$ cat src/rtl/run_det_ctrl.sv
// Run-length detector session controller: counts runs of N equal serial bits
// (selected polarity) until a target number of matches, then pulses done.
module run_det_ctrl #(
   parameter int CNT_W = 8
) (
   input  logic             clk,
   input  logic             rst,
   input  logic             start,
   input  logic             abort,
   input  logic [2:0]       run_len,
   input  logic [1:0]       mode,
   input  logic [CNT_W-1:0] target,
   input  logic             x_valid,
   input  logic             x,
   output logic             y,
   output logic             busy,
   output logic             done,
   output logic             err,
   output logic [CNT_W-1:0] match_cnt
);

   typedef enum logic [1:0] {
      S_IDLE = 2'd0,
      S_RUN  = 2'd1,
      S_DONE = 2'd2
   } state_t;

   state_t           state_q, state_d;

   logic [2:0]       n_q;
   logic [1:0]       mode_q;
   logic [CNT_W-1:0] target_q;

   logic             last_bit_q;
   logic             have_last_q;
   logic [2:0]       run_cnt_q;

   logic [CNT_W-1:0] match_cnt_q;
   logic             busy_q, done_q, err_q;

   logic             cfg_legal, start_ok, start_bad;
   logic [2:0]       new_run;
   logic             pol_en;
   logic [CNT_W-1:0] cnt_inc;

   assign cfg_legal = (run_len >= 3'd2) && (mode != 2'b00) && (target != '0);
   assign start_ok  = (state_q == S_IDLE) && start && cfg_legal;
   assign start_bad = (state_q == S_IDLE) && start && !cfg_legal;
   assign cnt_inc   = match_cnt_q + CNT_W'(1);

   // Run length the current bit would produce, saturated at the latched N.
   always_comb begin
      new_run = 3'd1;
      if (have_last_q && (x == last_bit_q)) begin
         new_run = (run_cnt_q >= n_q) ? n_q : run_cnt_q + 3'd1;
      end
   end

   // mode[0] enables runs of ones, mode[1] runs of zeros.
   assign pol_en = x ? mode_q[0] : mode_q[1];

   // State register.
   always_ff @(posedge clk) begin
      if (rst) begin
         state_q <= S_IDLE;
      end else begin
         state_q <= state_d;
      end
   end

   // Next-state logic; abort wins over reaching the target.
   always_comb begin
      state_d = state_q;
      case (state_q)
         S_IDLE: begin
            if (start_ok) state_d = S_RUN;
         end
         S_RUN: begin
            if (abort) begin
               state_d = S_IDLE;
            end else if (y && (cnt_inc == target_q)) begin
               state_d = S_DONE;
            end
         end
         S_DONE:  state_d = S_IDLE;
         default: state_d = S_IDLE;
      endcase
   end

   // Output logic: Mealy match pulse.
   always_comb begin
      y = 1'b0;
      if ((state_q == S_RUN) && x_valid && (new_run == n_q) && pol_en) begin
         y = 1'b1;
      end
   end

   always_ff @(posedge clk) begin
      if (rst) begin
         n_q         <= 3'd0;
         mode_q      <= 2'b00;
         target_q    <= '0;
         last_bit_q  <= 1'b0;
         have_last_q <= 1'b0;
         run_cnt_q   <= 3'd0;
         match_cnt_q <= '0;
      end else if (start_ok) begin
         n_q         <= run_len;
         mode_q      <= mode;
         target_q    <= target;
         last_bit_q  <= 1'b0;
         have_last_q <= 1'b0;
         run_cnt_q   <= 3'd0;
         match_cnt_q <= '0;
      end else if ((state_q == S_RUN) && x_valid) begin
         last_bit_q  <= x;
         have_last_q <= 1'b1;
         run_cnt_q   <= new_run;
         if (y) match_cnt_q <= cnt_inc;
      end
   end

   // Status flags registered from the next state so they line up with it.
   always_ff @(posedge clk) begin
      if (rst) begin
         busy_q <= 1'b0;
         done_q <= 1'b0;
         err_q  <= 1'b0;
      end else begin
         busy_q <= (state_d == S_RUN);
         done_q <= (state_d == S_DONE);
         err_q  <= start_bad;
      end
   end

   assign busy      = busy_q;
   assign done      = done_q;
   assign err       = err_q;
   assign match_cnt = match_cnt_q;

endmodule

$ cat config.mk
export PLATFORM = sky130hd
export DESIGN_NAME = run_det_ctrl
export DESIGN_NICKNAME = d
export VERILOG_FILES = /design/src/rtl/run_det_ctrl.sv
export SDC_FILE = /design/constraint.sdc
export NUM_CORES = 1
export LEC_CHECK = 0
export BUFFER_PORTS_ARGS = -buffer_cell sky130_fd_sc_hd__buf_2
export CAP_MARGIN = 30
export CELL_PAD_IN_SITES_DETAIL_PLACEMENT = 0
export CELL_PAD_IN_SITES_GLOBAL_PLACEMENT = 1
export CORE_AREA = 5 5 75 77
export DETAILED_ROUTE_END_ITERATION = 12
export DIE_AREA = 0 0 80 82
export GPL_TIMING_DRIVEN = 0
export PLACE_DENSITY = 0.71
export REMOVE_ABC_BUFFERS = 1
export SYNTH_ARGS = -nofsm -noshare
export SYNTH_HDL_FRONTEND = slang
export SYNTH_SLANG_ARGS = --single-unit
$ cat constraint.sdc
create_clock -name clk -period 2.5 [get_ports clk]
set_input_delay 0.5 -clock clk [delete_from_list [all_inputs] [get_ports clk]]
set_output_delay 0.5 -clock clk [all_outputs]
set_load 0.02 [all_outputs]
==> Flow_metrics.wiki <==
{| class="wikitable"
! Metric !! Value
|-
| Layout cells sized above 1 || 31.7%
|-
| Fraction of the yosys area taken by sequential cells || 38.0%
|-
| Ant diodes || 0
|-
| Post-synthesis sequential element count || 31
|-
| Initial Utilization || 33.0%
|-
| Syn-to-layout area delta || 32.4%
|-
| Classification of the worst setup path || flop to output port
|-
| Setup skew after layout || 0.00492 ns
|-
| Gr ovfl total || 0
|-
| Number of distinct library cells after synthesis || 46
|-
| Final hold violation count || 0
|-
| Final Net Count || 244
|-
| Actual slew at the worst max-slew pin || 0.531 ns
|-
| Total Die Area || 6560 µm²
|-
| Iter 0 DRT Violations || 58
|-
| Number of max-slew violations in the final report || 0
|-
| Run status || complete, no violations
|-
| Hold buffer count at CTS || 0
|-
| CTS clock-pin slew for the worst setup and hold paths || 0.07 ns
|-
| Most frequent standard cell in the layout excluding fill and tap cells || sky130_fd_sc_hd__buf_2
|-
| Number of antenna violations at the first check in global routing || 0
|-
| Routed wire length per instance || 13.7 µm
|-
| CTS root buf || sky130_fd_sc_hd__clkbuf_8
|-
| Synthesized area divided by synthesized cell count || 8.96 µm²
|-
| Instance count of the mapped netlist || 182
|-
| Leakage || 0.000850 µW
|-
| Final estimated routing congestion in global placement || 0.775
|-
| Vias in the first global route || 1386
|-
| Reg2reg path depth || 9
|-
| TritonCTS clock tree || built
|-
| Clock sink total || 31
|-
| Tot GR Track Use || 13.0%
|-
| Relative slew slack || 64.5%
|-
| Fin crit period || 2.43 ns
|-
| Kind of path behind the tightest hold check || primary input to flop
|-
| Setup crit end kind || output port
|-
| Most used cells in the layout excluding fill and tap cells || sky130_fd_sc_hd__buf_2, sky130_fd_sc_hd__dfxtp_1, sky130_fd_sc_hd__nor2_1
|-
| Overall power after layout || 1270 µW
|-
| Worst-case vdd ir drop || 0.000349 V
|-
| Maximum number of pins on one net before global-route repair || 21
|-
| Number of enable-type register cells in the synthesized netlist || 0
|-
| Clk Latency, worst-skew pair || 0.28 ns
|-
| Routed wire length || 3.99 mm
|-
| Main flop type after synthesis || sky130_fd_sc_hd__dfxtp_1
|-
| Final-report setup violation count || 0
|-
| First-pass GRT wire length || 6.53 mm
|-
| Count of synthesis-stage warnings from yosys || 0
|-
| Min Hold Slack || 0.441 ns
|-
| Area after detailed placement || 1830 µm²
|-
| Number of standard-cell rows in the floorplan || 26
|-
| Upper clock frequency limit || 0.411 GHz
|-
| Final core utilization || 43.7%
|-
| Post-detailed-route DRC marker count || 0
|-
| CTS Buf Count || 5
|-
| Port bufs || 30
|-
| H-tree Lvls || 2
|-
| Summed instance area of the synthesized netlist || 1630 µm²
|-
| Post-DP HPWL || 2.81 mm
|-
| Data required time at the worst endpoint || 2.00 ns
|-
| Cell area power density || 586 nW/µm²
|-
| Period utilization || 97.2%
|-
| Largest fanout on the critical path || 3
|-
| Fin area || 2160 µm²
|-
| Worst endpoint data arrival time || 1.93 ns
|-
| Routed vias/inst || 5.03
|-
| Detail Route Antenna Nets || 0
|-
| Total via count after detailed routing || 1465
|-
| CP startpoint kind || flop
|-
| Total I/O pin count || 31
|-
| Die width || 80 µm
|-
| Max-capacitance violation count || 0
|-
| Share of synthesized registers carrying an async set or reset || 0%
|-
| 1st-pass router iterations || 4
|-
| Y dimension of the die || 82 µm
|-
| Count of cells along the worst hold path || 3
|-
| Max clock buf depth || 2
|-
| Core area || 4940 µm²
|}
==> per-layer routing <==
metal  vias up  GRT usage [%]  part of all wire, %
met5         -              0                    0
met4         0           4.73                  3.3
met3        13           3.95                  4.4
met2        43           20.4                   44
met1       671           16.8                   48
li1        738              -                    -
==> Yosys cell counts, drive strengths merged (2+ instances only) <==
| master | number | area share (%) |
|---|---|---|
| a21oi | 6 | 2.1 |
| a311oi | 2 | 1.5 |
| a31oi | 2 | 0.77 |
| and2 | 4 | 1.7 |
| and3 | 2 | 0.77 |
| and4 | 2 | 1.1 |
| buf | 4 | 1.6 |
| clkbuf | 3 | 0.69 |
| dfxtp | 31 | 38 |
| ha | 5 | 3.8 |
| inv | 10 | 2.3 |
| mux2i | 18 | 11 |
| nand2 | 11 | 2.5 |
| nand3 | 3 | 0.92 |
| nand3b | 2 | 0.92 |
| nand4 | 3 | 1.2 |
| nor2 | 21 | 4.8 |
| nor3 | 4 | 1.2 |
| nor4 | 4 | 1.9 |
| o211ai | 4 | 1.8 |
| o21a | 2 | 0.92 |
| o21ai | 6 | 1.8 |
| o41ai | 2 | 1.1 |
| or4 | 4 | 1.8 |
| xnor2 | 9 | 4.8 |
| xor2 | 3 | 1.6 |
==> kinds of logic after synthesis <==
family                     share of synthesized area (%)
and+or+nand+nor                                     21.0
AOI/OAI and AO/OA                                   15.0
DFF                                                 38.0
muxes                                               11.0
buffers and inverters                               4.60
xor gates and xnor gates                            6.44
adders and majority gates                           3.83
==> power by group <==
part	switching [µW]	internal (µW)	leakage (µW)
logic	78.3	70.8	0.000531
registers	15.2	509	0.000255
clock network	197	397	0.0000644
total	290	977	0.000850
==> per-stage QoR <==
stage	setup slack [ns]	TNS, ns	cells
3_5_place_dp	-0.352	-2.11	275
4_1_cts	0.00444	0	286
2_1_floorplan	0.168	0	175
6_report	0.0689	0	291
3_3_place_gp	-0.348	-2.12	275
5_1_grt	-0.0230	-0.0230	291
==> critical path, cell delays in order (launching register included) <==
cell and delay (ns):
sky130_fd_sc_hd__dfxtp_1 0.36, sky130_fd_sc_hd__ha_4 0.19, sky130_fd_sc_hd__xnor2_2 0.20, sky130_fd_sc_hd__o221ai_1 0.17
sky130_fd_sc_hd__a311oi_2 0.34, sky130_fd_sc_hd__nand3_2 0.17, sky130_fd_sc_hd__inv_4 0.08, sky130_fd_sc_hd__buf_4 0.13
==> path summary, 6_finish.rpt <==
| path | start | slack [ns] | end |
|---|---|---|---|
| setup / recovery | run_cnt_q[1] | 0.07 | y |
| hold / removal | start | 0.44 | err |
| setup reg to reg | run_cnt_q[1] | 0.14 | match_cnt[5] |
| hold reg to reg | mode_q[0] | 0.50 | mode_q[0] |
==> layout make-up <==
| cell class | count | area (µm²) |
|---|---|---|
| flip-flops and latches | 31 | 636 |
| repair buffers | 38 | 213 |
| multi-input cells | 134 | 1050 |
| well taps | 70 | 87.6 |
| inverters | 10 | 40.0 |
| clock inverters | 3 | 67.6 |
| fillers | 517 | 2780 |
| clock buffers | 5 | 68.8 |
==> timing repair <==
| item | 4_1_cts | 5_1_grt |
|---|---|---|
| pin swaps | 6 | 5 |
| buffers inserted | 3 | 5 |
| hold endpoints to repair | 0 | 0 |
| gates resized for setup | 21 | 12 |
| setup endpoints to repair | 11 | 4 |
==> state kept, by name, summed over array words and instances (netlist names), 2 cells and up <==
name       count
state_q        2
mode_q         2
n_q            3
match_cnt      8
target_q       8
run_cnt_q      3
(Power assumes the default switching activity.)
